--- src/rtl/memmu_pointcloud_pkg.sv ---
// ---------------------------------------------------------------------------
// memmu_pointcloud_pkg
// Shared definitions for the multi-channel MemMU pointcloud writer:
//   - BYTES_PER_POINT : size of one packed point in DDR
//   - pointPayload_t  : 64-bit packed point {angleV, angleH, label, reflR0, distR0}
//   - chState_e       : per-channel lifecycle state
//   - pointAddr()     : byte address of a point inside a ping-pong frame bank
// No ports (package).
// ---------------------------------------------------------------------------
package memmu_pointcloud_pkg;

    localparam int BYTES_PER_POINT = 8;

    // Declared MSB first so the packed layout is {angleV,angleH,label,reflR0,distR0}.
    typedef struct packed {
        logic [15:0] angleV;
        logic [15:0] angleH;
        logic [7:0]  label;
        logic [7:0]  reflR0;
        logic [15:0] distR0;
    } pointPayload_t;

    // S_IDLE  : channel has never seen a point
    // S_FILL  : first frame being written, nothing completed yet
    // S_STEADY: at least one frame completed, reads are serviceable
    typedef enum logic [1:0] {
        S_IDLE   = 2'd0,
        S_FILL   = 2'd1,
        S_STEADY = 2'd2
    } chState_e;

    // base + bank*stride + idx*BYTES_PER_POINT, wrapping modulo 2^32.
    function automatic logic [31:0] pointAddr(
        input logic [31:0] base,
        input logic [31:0] stride,
        input logic        bank,
        input logic [31:0] idx
    );
        logic [31:0] bankOffset;
        bankOffset = bank ? stride : 32'd0;
        return base + bankOffset + (idx * 32'(BYTES_PER_POINT));
    endfunction

endpackage

--- src/rtl/memmu_pointcloud_mc_if.sv ---
// ---------------------------------------------------------------------------
// memmu_pointcloud_mc_if
// Bundles the three handshake buses around the MemMU pointcloud writer:
//   SIU point stream  : siuValid/siuReady + point fields
//   DDR write request : writeValid/writeReady + writeAddress/writePayload
//   ExMU read lookup  : readValid/readChannel/pointReadID -> rspValid/rspAddress/rspError
// Modports:
//   slave  - the MemMU (consumes points and read requests, produces writes)
//   master - the surrounding system (SIU, DDR port, ExMU)
// ---------------------------------------------------------------------------
interface memmu_pointcloud_mc_if #(
    parameter int CH_W  = 2,
    parameter int IDX_W = 19
);
    // SIU point stream
    logic             siuValid;
    logic             siuReady;
    logic [CH_W-1:0]  siuChannel;
    logic             siuNewFrame;
    logic [15:0]      siuAngleH;
    logic [15:0]      siuAngleV;
    logic [15:0]      siuDistR0;
    logic [7:0]       siuReflR0;
    logic [7:0]       siuLabel;

    // DDR write request
    logic             writeValid;
    logic             writeReady;
    logic [31:0]      writeAddress;
    logic [63:0]      writePayload;

    // ExMU read translation
    logic             readValid;
    logic [CH_W-1:0]  readChannel;
    logic [IDX_W-1:0] pointReadID;
    logic             rspValid;
    logic [31:0]      rspAddress;
    logic             rspError;

    modport slave (
        input  siuValid, siuChannel, siuNewFrame, siuAngleH, siuAngleV,
               siuDistR0, siuReflR0, siuLabel,
        output siuReady,
        output writeValid, writeAddress, writePayload,
        input  writeReady,
        input  readValid, readChannel, pointReadID,
        output rspValid, rspAddress, rspError
    );

    modport master (
        output siuValid, siuChannel, siuNewFrame, siuAngleH, siuAngleV,
               siuDistR0, siuReflR0, siuLabel,
        input  siuReady,
        input  writeValid, writeAddress, writePayload,
        output writeReady,
        output readValid, readChannel, pointReadID,
        input  rspValid, rspAddress, rspError
    );

endinterface

--- src/rtl/memmu_skid_buffer.sv ---
// ---------------------------------------------------------------------------
// memmu_skid_buffer
// Two-entry valid/ready register slice. Data pushed on an edge appears on the
// output after that edge; the head entry stays put while outValid & !outReady.
// inReady is registered: it is high whenever at least one entry will be free
// in the coming cycle, so a steady stream of 1 item/cycle passes while the
// consumer is ready, and the producer sees ready fall after two pushes into a
// stalled consumer.
// Ports:
//   i_SYSTEM_clk / i_SYSTEM_rst  clock, asynchronous active-low reset
//   inValid/inReady/inData       upstream handshake
//   outValid/outReady/outData    downstream handshake
// Parameter WIDTH: payload width in bits.
// ---------------------------------------------------------------------------
module memmu_skid_buffer #(
    parameter int WIDTH = 96
) (
    input  logic             i_SYSTEM_clk,
    input  logic             i_SYSTEM_rst,
    input  logic             inValid,
    output logic             inReady,
    input  logic [WIDTH-1:0] inData,
    output logic             outValid,
    input  logic             outReady,
    output logic [WIDTH-1:0] outData
);

    logic [WIDTH-1:0] entryData [2];
    logic [1:0]       countReg;
    logic [1:0]       countNext;
    logic             wrPtrReg;
    logic             rdPtrReg;
    logic             readyReg;
    logic             push;
    logic             pop;

    assign push     = inValid & readyReg;
    assign pop      = outValid & outReady;
    assign outValid = (countReg != 2'd0);
    assign outData  = entryData[rdPtrReg];
    assign inReady  = readyReg;

    always_comb begin
        countNext = countReg;
        case ({push, pop})
            2'b10:   countNext = countReg + 2'd1;
            2'b01:   countNext = countReg - 2'd1;
            default: countNext = countReg;
        endcase
    end

    // Entries are cleared too so that reset shows an all-zero bus.
    always_ff @(posedge i_SYSTEM_clk or negedge i_SYSTEM_rst) begin
        if (!i_SYSTEM_rst) begin
            countReg     <= 2'd0;
            wrPtrReg     <= 1'b0;
            rdPtrReg     <= 1'b0;
            readyReg     <= 1'b0;
            entryData[0] <= '0;
            entryData[1] <= '0;
        end else begin
            countReg <= countNext;
            readyReg <= (countNext != 2'd2);
            if (push) begin
                entryData[wrPtrReg] <= inData;
                wrPtrReg            <= ~wrPtrReg;
            end
            if (pop) begin
                rdPtrReg <= ~rdPtrReg;
            end
        end
    end

endmodule

--- src/rtl/memmu_pointcloud_mc.sv ---
// ---------------------------------------------------------------------------
// memmu_pointcloud_mc
// Multi-channel MemMU address/payload generator between SIU and the DDR
// write port. Every channel owns a ping-pong pair of frame banks; each
// accepted SIU point is packed into 64 bits and written at
//   base[ch] + bank[ch]*FRAME_STRIDE + idx[ch]*8.
// A newFrame point closes the current bank (frameDone pulse with its size)
// and starts the other one. ExMU read IDs are translated into addresses in
// the most recently completed bank of the requested channel.
// Ports:
//   i_SYSTEM_clk, i_SYSTEM_rst (async, active-low)
//   i_MonU_baseAddr    per-channel DDR base, channel k at [32k +: 32]
//   bus                memmu_pointcloud_mc_if.slave (SIU / DDR write / ExMU read)
//   o_MemMU_frameDone  one-cycle pulse, with o_MemMU_frameCh/o_MemMU_frameSize
//   o_MemMU_overflow   per-channel sticky overflow, cleared by next newFrame
// Optional build macro MEMMU_PC_DROP_COUNT_EN adds o_MemMU_dropCount
// (16 bits per channel, saturating count of overflow-dropped points).
// ---------------------------------------------------------------------------
module memmu_pointcloud_mc
    import memmu_pointcloud_pkg::*;
#(
    parameter int               NUM_CHANNELS = 4,
    parameter int               CH_W         = (NUM_CHANNELS > 1) ? $clog2(NUM_CHANNELS) : 1,
    parameter int               IDX_W        = 19,
    parameter logic [IDX_W-1:0] MAX_POINTS   = IDX_W'(131072),
    parameter logic [31:0]      FRAME_STRIDE = 32'h0010_0000
) (
    input  logic                      i_SYSTEM_clk,
    input  logic                      i_SYSTEM_rst,
    input  logic [32*NUM_CHANNELS-1:0] i_MonU_baseAddr,
    memmu_pointcloud_mc_if.slave      bus,
    output logic                      o_MemMU_frameDone,
    output logic [CH_W-1:0]           o_MemMU_frameCh,
    output logic [IDX_W-1:0]          o_MemMU_frameSize,
    output logic [NUM_CHANNELS-1:0]   o_MemMU_overflow
`ifdef MEMMU_PC_DROP_COUNT_EN
    ,
    output logic [16*NUM_CHANNELS-1:0] o_MemMU_dropCount
`endif
);

    localparam int ENTRY_W = 32 + $bits(pointPayload_t);

    // Per-channel state, exported from the generate blocks for muxing.
    chState_e         stateArr [NUM_CHANNELS];
    logic             bankArr  [NUM_CHANNELS];
    logic [IDX_W-1:0] idxArr   [NUM_CHANNELS];
    logic [IDX_W-1:0] sizeArr  [NUM_CHANNELS];

    // Write-side view of the addressed channel
    logic             wrChValid;
    chState_e         wrState;
    logic             wrBankCur;
    logic [IDX_W-1:0] wrIdxCur;
    logic [31:0]      wrBase;

    // Read-side view of the addressed channel
    logic             rdChValid;
    chState_e         rdState;
    logic             rdBank;
    logic [IDX_W-1:0] rdSize;
    logic [31:0]      rdBase;

    logic             siuReady;
    logic             pointAccept;
    logic             isNewFrame;
    logic             dropPoint;
    logic             closeFrame;
    logic [31:0]      wrAddr;
    pointPayload_t    wrPayload;

    logic               skidOutValid;
    logic [ENTRY_W-1:0] skidOutData;

    logic             frameDoneReg;
    logic [CH_W-1:0]  frameChReg;
    logic [IDX_W-1:0] frameSizeReg;

    logic             rspValidReg;
    logic [31:0]      rspAddrReg;
    logic             rspErrReg;

    // Channel select. Indices >= NUM_CHANNELS match nothing and leave the
    // *ChValid flags low, which drops the point / errors the read.
    always_comb begin
        wrChValid = 1'b0;
        wrState   = S_IDLE;
        wrBankCur = 1'b0;
        wrIdxCur  = '0;
        wrBase    = '0;
        rdChValid = 1'b0;
        rdState   = S_IDLE;
        rdBank    = 1'b0;
        rdSize    = '0;
        rdBase    = '0;
        for (int k = 0; k < NUM_CHANNELS; k++) begin
            if (bus.siuChannel == CH_W'(k)) begin
                wrChValid = 1'b1;
                wrState   = stateArr[k];
                wrBankCur = bankArr[k];
                wrIdxCur  = idxArr[k];
                wrBase    = i_MonU_baseAddr[32*k +: 32];
            end
            if (bus.readChannel == CH_W'(k)) begin
                rdChValid = 1'b1;
                rdState   = stateArr[k];
                rdBank    = bankArr[k];
                rdSize    = sizeArr[k];
                rdBase    = i_MonU_baseAddr[32*k +: 32];
            end
        end
    end

    assign pointAccept = bus.siuValid & siuReady;
    // A newFrame flag on a channel's very first point just starts filling.
    assign isNewFrame  = (wrState != S_IDLE) & bus.siuNewFrame;
    assign dropPoint   = ~wrChValid | (~isNewFrame & (wrIdxCur >= MAX_POINTS));
    assign closeFrame  = pointAccept & wrChValid & isNewFrame;

    // A closing point lands at index 0 of the opposite bank.
    assign wrAddr = pointAddr(wrBase, FRAME_STRIDE,
                              isNewFrame ? ~wrBankCur : wrBankCur,
                              isNewFrame ? 32'd0 : 32'(wrIdxCur));

    always_comb begin
        wrPayload        = '0;
        wrPayload.angleV = bus.siuAngleV;
        wrPayload.angleH = bus.siuAngleH;
        wrPayload.label  = bus.siuLabel;
        wrPayload.reflR0 = bus.siuReflR0;
        wrPayload.distR0 = bus.siuDistR0;
    end

    // Dropped points are still handshaken on the SIU side but never pushed.
    memmu_skid_buffer #(
        .WIDTH (ENTRY_W)
    ) u_skid (
        .i_SYSTEM_clk (i_SYSTEM_clk),
        .i_SYSTEM_rst (i_SYSTEM_rst),
        .inValid      (bus.siuValid & ~dropPoint),
        .inReady      (siuReady),
        .inData       ({wrAddr, wrPayload}),
        .outValid     (skidOutValid),
        .outReady     (bus.writeReady),
        .outData      (skidOutData)
    );

    assign bus.siuReady     = siuReady;
    assign bus.writeValid   = skidOutValid;
    assign bus.writeAddress = skidOutData[ENTRY_W-1 -: 32];
    assign bus.writePayload = skidOutData[63:0];

    // Per-channel frame bookkeeping
    genvar gi;
    generate
        for (gi = 0; gi < NUM_CHANNELS; gi++) begin : g_ch
            chState_e         stateReg;
            logic             bankReg;
            logic [IDX_W-1:0] idxReg;
            logic [IDX_W-1:0] sizeReg;
            logic             overflowReg;
            logic             hit;
            logic             ovDrop;

            assign hit    = pointAccept & (bus.siuChannel == CH_W'(gi));
            assign ovDrop = hit & (stateReg != S_IDLE) & ~bus.siuNewFrame
                          & (idxReg >= MAX_POINTS);

            always_ff @(posedge i_SYSTEM_clk or negedge i_SYSTEM_rst) begin
                if (!i_SYSTEM_rst) begin
                    stateReg    <= S_IDLE;
                    bankReg     <= 1'b0;
                    idxReg      <= '0;
                    sizeReg     <= '0;
                    overflowReg <= 1'b0;
                end else if (hit) begin
                    if (stateReg == S_IDLE) begin
                        stateReg <= S_FILL;
                        idxReg   <= idxReg + IDX_W'(1);
                    end else if (bus.siuNewFrame) begin
                        stateReg    <= S_STEADY;
                        bankReg     <= ~bankReg;
                        sizeReg     <= idxReg;
                        overflowReg <= 1'b0;
                        idxReg      <= IDX_W'(1);
                    end else if (ovDrop) begin
                        overflowReg <= 1'b1;
                    end else begin
                        idxReg <= idxReg + IDX_W'(1);
                    end
                end
            end

            assign stateArr[gi]         = stateReg;
            assign bankArr[gi]          = bankReg;
            assign idxArr[gi]           = idxReg;
            assign sizeArr[gi]          = sizeReg;
            assign o_MemMU_overflow[gi] = overflowReg;

`ifdef MEMMU_PC_DROP_COUNT_EN
            logic [15:0] dropCountReg;

            always_ff @(posedge i_SYSTEM_clk or negedge i_SYSTEM_rst) begin
                if (!i_SYSTEM_rst) begin
                    dropCountReg <= '0;
                end else if (ovDrop && (dropCountReg != 16'hFFFF)) begin
                    dropCountReg <= dropCountReg + 16'd1;
                end
            end

            assign o_MemMU_dropCount[16*gi +: 16] = dropCountReg;
`endif
        end
    endgenerate

    // Frame-close notification, one cycle after the closing point.
    always_ff @(posedge i_SYSTEM_clk or negedge i_SYSTEM_rst) begin
        if (!i_SYSTEM_rst) begin
            frameDoneReg <= 1'b0;
            frameChReg   <= '0;
            frameSizeReg <= '0;
        end else begin
            frameDoneReg <= closeFrame;
            if (closeFrame) begin
                frameChReg   <= bus.siuChannel;
                frameSizeReg <= wrIdxCur;
            end
        end
    end

    assign o_MemMU_frameDone = frameDoneReg;
    assign o_MemMU_frameCh   = frameChReg;
    assign o_MemMU_frameSize = frameSizeReg;

    // Read translation. Uses the pre-edge bank/size, so a read in the same
    // cycle as a closing point still targets the previously completed bank.
    always_ff @(posedge i_SYSTEM_clk or negedge i_SYSTEM_rst) begin
        if (!i_SYSTEM_rst) begin
            rspValidReg <= 1'b0;
            rspAddrReg  <= '0;
            rspErrReg   <= 1'b0;
        end else begin
            rspValidReg <= bus.readValid;
            if (bus.readValid) begin
                rspAddrReg <= pointAddr(rdBase, FRAME_STRIDE, ~rdBank,
                                        32'(bus.pointReadID));
                rspErrReg  <= ~rdChValid | (rdState != S_STEADY)
                            | (bus.pointReadID >= rdSize);
            end
        end
    end

    assign bus.rspValid   = rspValidReg;
    assign bus.rspAddress = rspAddrReg;
    assign bus.rspError   = rspErrReg;

endmodule
--- src/flat_wrapper.sv ---
// flat-port wrapper written by rule: the top's interface ports become plain ports
module memmu_pointcloud_mc_flat import memmu_pointcloud_pkg::*;
#(
    parameter int               NUM_CHANNELS = 4,
    parameter int               CH_W         = (NUM_CHANNELS > 1) ? $clog2(NUM_CHANNELS) : 1,
    parameter int               IDX_W        = 19,
    parameter logic [IDX_W-1:0] MAX_POINTS   = IDX_W'(131072),
    parameter logic [31:0]      FRAME_STRIDE = 32'h0010_0000
)
  (i_SYSTEM_clk, i_SYSTEM_rst, i_MonU_baseAddr, o_MemMU_frameDone, o_MemMU_frameCh, o_MemMU_frameSize, o_MemMU_overflow, bus_siuValid, bus_siuChannel, bus_siuNewFrame, bus_siuAngleH, bus_siuAngleV, bus_siuDistR0, bus_siuReflR0, bus_siuLabel, bus_siuReady, bus_writeValid, bus_writeAddress, bus_writePayload, bus_writeReady, bus_readValid, bus_readChannel, bus_pointReadID, bus_rspValid, bus_rspAddress, bus_rspError);
  memmu_pointcloud_mc_if #(.CH_W(CH_W), .IDX_W(IDX_W)) bus_i ();
  input  logic i_SYSTEM_clk;
  input  logic i_SYSTEM_rst;
  input  logic [32*NUM_CHANNELS-1:0] i_MonU_baseAddr;
  output logic o_MemMU_frameDone;
  output logic [CH_W-1:0] o_MemMU_frameCh;
  output logic [IDX_W-1:0] o_MemMU_frameSize;
  output logic [NUM_CHANNELS-1:0] o_MemMU_overflow;
  input wire logic [$bits(bus_i.siuValid)-1:0] bus_siuValid;
  input wire logic [$bits(bus_i.siuChannel)-1:0] bus_siuChannel;
  input wire logic [$bits(bus_i.siuNewFrame)-1:0] bus_siuNewFrame;
  input wire logic [$bits(bus_i.siuAngleH)-1:0] bus_siuAngleH;
  input wire logic [$bits(bus_i.siuAngleV)-1:0] bus_siuAngleV;
  input wire logic [$bits(bus_i.siuDistR0)-1:0] bus_siuDistR0;
  input wire logic [$bits(bus_i.siuReflR0)-1:0] bus_siuReflR0;
  input wire logic [$bits(bus_i.siuLabel)-1:0] bus_siuLabel;
  output wire logic [$bits(bus_i.siuReady)-1:0] bus_siuReady;
  output wire logic [$bits(bus_i.writeValid)-1:0] bus_writeValid;
  output wire logic [$bits(bus_i.writeAddress)-1:0] bus_writeAddress;
  output wire logic [$bits(bus_i.writePayload)-1:0] bus_writePayload;
  input wire logic [$bits(bus_i.writeReady)-1:0] bus_writeReady;
  input wire logic [$bits(bus_i.readValid)-1:0] bus_readValid;
  input wire logic [$bits(bus_i.readChannel)-1:0] bus_readChannel;
  input wire logic [$bits(bus_i.pointReadID)-1:0] bus_pointReadID;
  output wire logic [$bits(bus_i.rspValid)-1:0] bus_rspValid;
  output wire logic [$bits(bus_i.rspAddress)-1:0] bus_rspAddress;
  output wire logic [$bits(bus_i.rspError)-1:0] bus_rspError;
  assign bus_i.siuValid = bus_siuValid;
  assign bus_i.siuChannel = bus_siuChannel;
  assign bus_i.siuNewFrame = bus_siuNewFrame;
  assign bus_i.siuAngleH = bus_siuAngleH;
  assign bus_i.siuAngleV = bus_siuAngleV;
  assign bus_i.siuDistR0 = bus_siuDistR0;
  assign bus_i.siuReflR0 = bus_siuReflR0;
  assign bus_i.siuLabel = bus_siuLabel;
  assign bus_siuReady = bus_i.siuReady;
  assign bus_writeValid = bus_i.writeValid;
  assign bus_writeAddress = bus_i.writeAddress;
  assign bus_writePayload = bus_i.writePayload;
  assign bus_i.writeReady = bus_writeReady;
  assign bus_i.readValid = bus_readValid;
  assign bus_i.readChannel = bus_readChannel;
  assign bus_i.pointReadID = bus_pointReadID;
  assign bus_rspValid = bus_i.rspValid;
  assign bus_rspAddress = bus_i.rspAddress;
  assign bus_rspError = bus_i.rspError;
  memmu_pointcloud_mc #(.NUM_CHANNELS(NUM_CHANNELS), .CH_W(CH_W), .IDX_W(IDX_W), .MAX_POINTS(MAX_POINTS), .FRAME_STRIDE(FRAME_STRIDE)) u_core (.i_SYSTEM_clk(i_SYSTEM_clk), .i_SYSTEM_rst(i_SYSTEM_rst), .i_MonU_baseAddr(i_MonU_baseAddr), .bus(bus_i), .o_MemMU_frameDone(o_MemMU_frameDone), .o_MemMU_frameCh(o_MemMU_frameCh), .o_MemMU_frameSize(o_MemMU_frameSize), .o_MemMU_overflow(o_MemMU_overflow));
endmodule
--- config.mk ---
export PLATFORM = sky130hd
export DESIGN_NAME = memmu_pointcloud_mc_flat
export DESIGN_NICKNAME = d
export VERILOG_FILES = /design/src/rtl/memmu_pointcloud_pkg.sv /design/src/rtl/memmu_pointcloud_mc_if.sv /design/src/rtl/memmu_skid_buffer.sv /design/src/rtl/memmu_pointcloud_mc.sv /design/src/flat_wrapper.sv
export SDC_FILE = /design/constraint.sdc
export NUM_CORES = 1
export LEC_CHECK = 0
export BUFFER_PORTS_ARGS = -buffer_cell sky130_fd_sc_hd__buf_4
export CORE_ASPECT_RATIO = 2
export CORE_MARGIN = 2
export CORE_UTILIZATION = 40
export DETAILED_ROUTE_END_ITERATION = 7
export REMOVE_ABC_BUFFERS = 1
export SLEW_MARGIN = 10
export SYNTH_ARGS = -nofsm -noshare
export SYNTH_HDL_FRONTEND = slang
export SYNTH_SLANG_ARGS = --single-unit
--- constraint.sdc ---
create_clock -name i_SYSTEM_clk -period 7.8 [get_ports i_SYSTEM_clk]
set_input_delay 1.17 -clock i_SYSTEM_clk [delete_from_list [all_inputs] [get_ports i_SYSTEM_clk]]
set_output_delay 1.17 -clock i_SYSTEM_clk [all_outputs]
set_load 0.02 [all_outputs]
==> results list <==
- The flow ran to the end, and the final reports show no timing, DRC or antenna violations.
- The clock arrives with 30.8 ps of skew.
- Antenna viol nets, final: 0
* Router iterations before antenna repair: 5
- Data arrival at the endpoint of the critical path: just over 6000 ps
* Pin count of the biggest net entering global routing: 164
- Total overflow reported by the global router: 0
- Clock latency on the worst-skew pair: ~580 ps
* Port Buf Inserts: 378
- Standby leakage power: roughly 0.014 uW
* Library cells used by synthesis: 65
- Crit path top cell by count: o21ai_0
* Minimum clock period: about 5700 ps
- Total Routing Usage GR: 25.3%
* Vertical die dimension: 347 um
* Peak VDD IR: 0.173 mV
- Net switching is 37.8% of the power.
* Share of synthesized area occupied by flip-flops and latches: between 40 and 50%
* Clock Tree Buf Depth: 3
- TritonCTS built the clock tree.
* Quantity of hold-fixing buffers added after cts: 0
- Count of nets after finishing: 2928
- Among all flip-flop cells after synthesis, the most frequent one is dfrtp_1.
- Setup crit end kind: flip-flop
- For this run, design rule violations remaining after detail routing come to 0.
- Setup repair after global routing left no endpoint under its margin.
- Post-synthesis sequential element count: 421
* Critical Path Fanout Max: 22
- Clock network power share: roughly a quarter
- Post-CTS Setup Repair Bufs: 0
* Number of global-route vias before repair: 19.7k
- Power Density: 322 nW/um^2
- Cell internal power was estimated by the tool at 5680 uW.
* Syn. warnings: 0
* Routed wire per std cell: 22.8 um
- Share of layout cells above drive strength 1: 30.0%
- Detailed routing inserted a total of about 19k vias.
- Critical path required time: 8220 ps
- Measured along the x axis, the die boundary spans 176 um.
- TritonCTS Buffers: 41
- Clock-pin slew was measured on the worst setup and hold paths at approximately 60 ps.
- Number of rows created at floorplan: 125
- Aggregate routed wire length: 77600 um
* Core box area: 58200 um^2
* Total I/O pin count: 379
- Combinational Power Share: 40.6%
- Worst setup path class: in -> reg
- Switching power: between 3000 and 4000 uW
* Iteration-0 DRC count of the detailed router: 1067
- Clock root buffer: clkbuf_16
* Slew at the pin with the worst max-slew slack: 1090 ps
- HPWL after DPL: 58400 um
- Clock net sink count: 421
* Setup Viol. Count Final: 0
* Accumulated negative setup slack: 0 ps
- Final weighted congestion of routability-driven global placement: 0.946
- The floorplan step defined a die boundary enclosing 60900 um^2.
* Netlist Area Pre-Place: 23500 um^2
- Number of antenna violations at the first check in global routing: 5
- The initial utilization of the core area, before any placement, comes to 40.5%.
* Global-route wire length before repair: 118000 um
- Final max-slew violation count: 0
- Post-layout util: between 40% and 50%
* H-tree levels: 2
* Number of gates given a new drive strength after cts: 0
- CP peak stage delay: 640 ps
- # Max-Cap Violations: 0
- Area Growth Syn to Fin: 20.6%
- Post-synth ARST share: 100%
- Post-Syn Area per Cell: 10.3 um^2
- The signal on the critical path passes through buf_4 > mux4_2 > nand2b_1 > and2_1 > ha_1 > ha_1 > fa_1 > a211o_1 > a21oi_1 > o21ai_0 > a311oi_1 > o21ai_2 > o21ai_0 > xor2_1 > o21ai_0.
- Critical path's slowest cell: nand2b_1
- In this run the tightest slew margin relative to its limit is 27.0%.
* Startpoint Class: input pin
- The final hold violation count was 0.
- Synthesis produced 2280 cells.
- Highest Clock Rate: approximately 180 MHz
* Min-delay worst type: reg -> reg
- Fraction of the cycle the final worst path needs: 72.5%
- Post-DR vias/cell: 5.48
* Sequential group share of total power: a little over a third
- Post-synth EDFFs: 0
-- cell usage after synthesis (all sizes together) (3+ instances only) --
cell type | instances | area [um^2]
fa | 4 | 80.1
o21a | 16 | 120
mux2 | 197 | 2220
and3 | 18 | 113
o2bb2ai | 3 | 26.3
clkbuf | 64 | 241
o31ai | 4 | 35.0
a21oi | 66 | 338
a211oi | 11 | 82.6
o21ai | 80 | 404
and4 | 4 | 35.0
nor2b | 9 | 56.3
nor2 | 127 | 497
o22ai | 5 | 31.3
or3 | 12 | 75.1
dfrtp | 421 | 10500
inv | 51 | 191
nand2b | 5 | 31.3
xor2 | 62 | 543
nand4 | 27 | 181
buf | 54 | 322
a21o | 19 | 143
nand2 | 648 | 2430
ha | 99 | 1240
xnor2 | 46 | 403
o21bai | 7 | 52.6
or2 | 7 | 43.8
nor3 | 9 | 50.1
a31oi | 5 | 31.3
and2 | 24 | 150
a22o | 4 | 35.0
a211o | 4 | 35.0
nand3 | 33 | 165
o211ai | 7 | 52.6
mux4 | 105 | 2360
-- final cells by class --
class	count	area, um^2
well taps	762	953
repair buffers	399	3020
clock buffers	61	1220
clock inverters	13	201
fillers	5401	29800
diodes	1	2.50
inverters	51	191
multi-input cells	1690	12300
flip-flops and latches	421	10500
-- cells in the final DEF, fill, tap and decap left out, drive strengths merged, types with 7 or more instances in the layout --
master / Yosys / final
and3: 18 / 18
xnor2: 46 / 46
and2: 24 / 24
nand2: 648 / 648
a21oi: 66 / 66
nor2: 127 / 127
or3: 12 / 12
nand3: 33 / 33
dfrtp: 421 / 421
o21a: 16 / 16
xor2: 62 / 62
o21bai: 7 / 7
o21ai: 80 / 80
nor3: 9 / 9
a211oi: 11 / 11
mux4: 105 / 105
nor2b: 9 / 9
or2: 7 / 7
ha: 99 / 99
mux2: 197 / 197
inv: 51 / 52
buf: 54 / 399
o211ai: 7 / 7
a21o: 19 / 19
nand4: 27 / 27
clkbuf: 64 / 61
-- path summary, 6_finish.rpt --
path | from | endpoint | slack, ps | cells after the start
min | u_core.u_skid.entryData[136]$_DFFE_PN0P_ | u_core.u_skid.entryData[136]$_DFFE_PN0P_ | 470 | 2
min in group asynchronous | i_SYSTEM_rst | u_core.o_MemMU_frameCh[0]$_DFFE_PN0P_ | 590 | 1
max reg2reg | u_core.g_ch[3].stateReg[0]$_DFFE_PN0P_ | u_core.u_skid.entryData[184]$_DFFE_PN0P_ | 2230 | 15
max in group asynchronous | i_SYSTEM_rst | u_core.g_ch[3].sizeReg[9]$_DFFE_PN0P_ | 5680 | 2
max | bus_siuChannel[0] | u_core.u_skid.entryData[184]$_DFFE_PN0P_ | 2140 | 15
min reg2reg | u_core.u_skid.entryData[136]$_DFFE_PN0P_ | u_core.u_skid.entryData[136]$_DFFE_PN0P_ | 470 | 2
-- flip-flops by register name (all words and copies together), names as in the netlist, 2 cells and up --
register	cells
u_core.g_ch.idxReg	76
u_core.o_MemMU_frameCh	2
u_core.g_ch.stateReg	8
u_core.g_ch.overflowReg	4
u_core.bus.rspAddress	32
u_core.g_ch.bankReg	4
u_core.o_MemMU_frameSize	19
u_core.g_ch.sizeReg	76
u_core.u_skid.entryData	192
u_core.u_skid.countReg	2
-- power by group through the flow --
| stage | registers (uW) | clock network [uW] | logic, uW |
|---|---|---|---|
| after floorplan | 3290 | 0 | 2160 |
| after global placement | 3280 | 0 | 3670 |
| after detailed placement | 3320 | 0 | 3730 |
| after CTS | 3280 | 2200 | 3750 |
| after global routing | 3360 | 2280 | 4020 |
| final | 3280 | 2150 | 3710 |
-- worst max-delay path: cells and delay by family --
kind	cells	cell delay (ps)
buffers and inverters	1	290
muxes	1	340
adders and majority gates	3	970
AOI/OAI and AO/OA	7	2050
xor gates and xnor gates	1	220
and+or+nand+nor	2	1020
-- cells by family (layout without fill, tap and decap cells) --
logic type | Yosys count | count (layout) | share of synthesized area, %
other | 0 | 1 | 0
flip-flops | 421 | 421 | 44.7
adder cells (fa/ha/maj) | 103 | 103 | 5.60
AO/OA/AOI/OAI | 246 | 246 | 6.46
XOR/XNOR | 108 | 108 | 4.02
AND/OR/NAND/NOR | 931 | 931 | 16.5
buffers and inverters | 169 | 524 | 3.20
multiplexers | 302 | 302 | 19.5
-- layer usage --
metal  vias to the layer above  global-route usage, %  part of all wire (%)
met4                         4                   15.7                   7.0
met1                      9295                   27.4                    36
met5                         -                      0                 0.021
li1                       8499                      -                     -
met2                       637                   45.8                    52
met3                       181                   3.78                   5.4
-- stage by stage --
step	setup WS, ps	hold WS [ps]	cell area (um^2)	cells	total power, uW
detailed placement	1590	456	27000	3323	7040
floorplan	2910	440	23000	2162	5450
CTS	2190	473	28400	3397	9230
finish	2140	467	28400	3398	9140
global route	1940	481	28400	3397	9660
global placement	1640	451	27000	3323	6950
No activity file was read; power rests on OpenSTA's default activity.
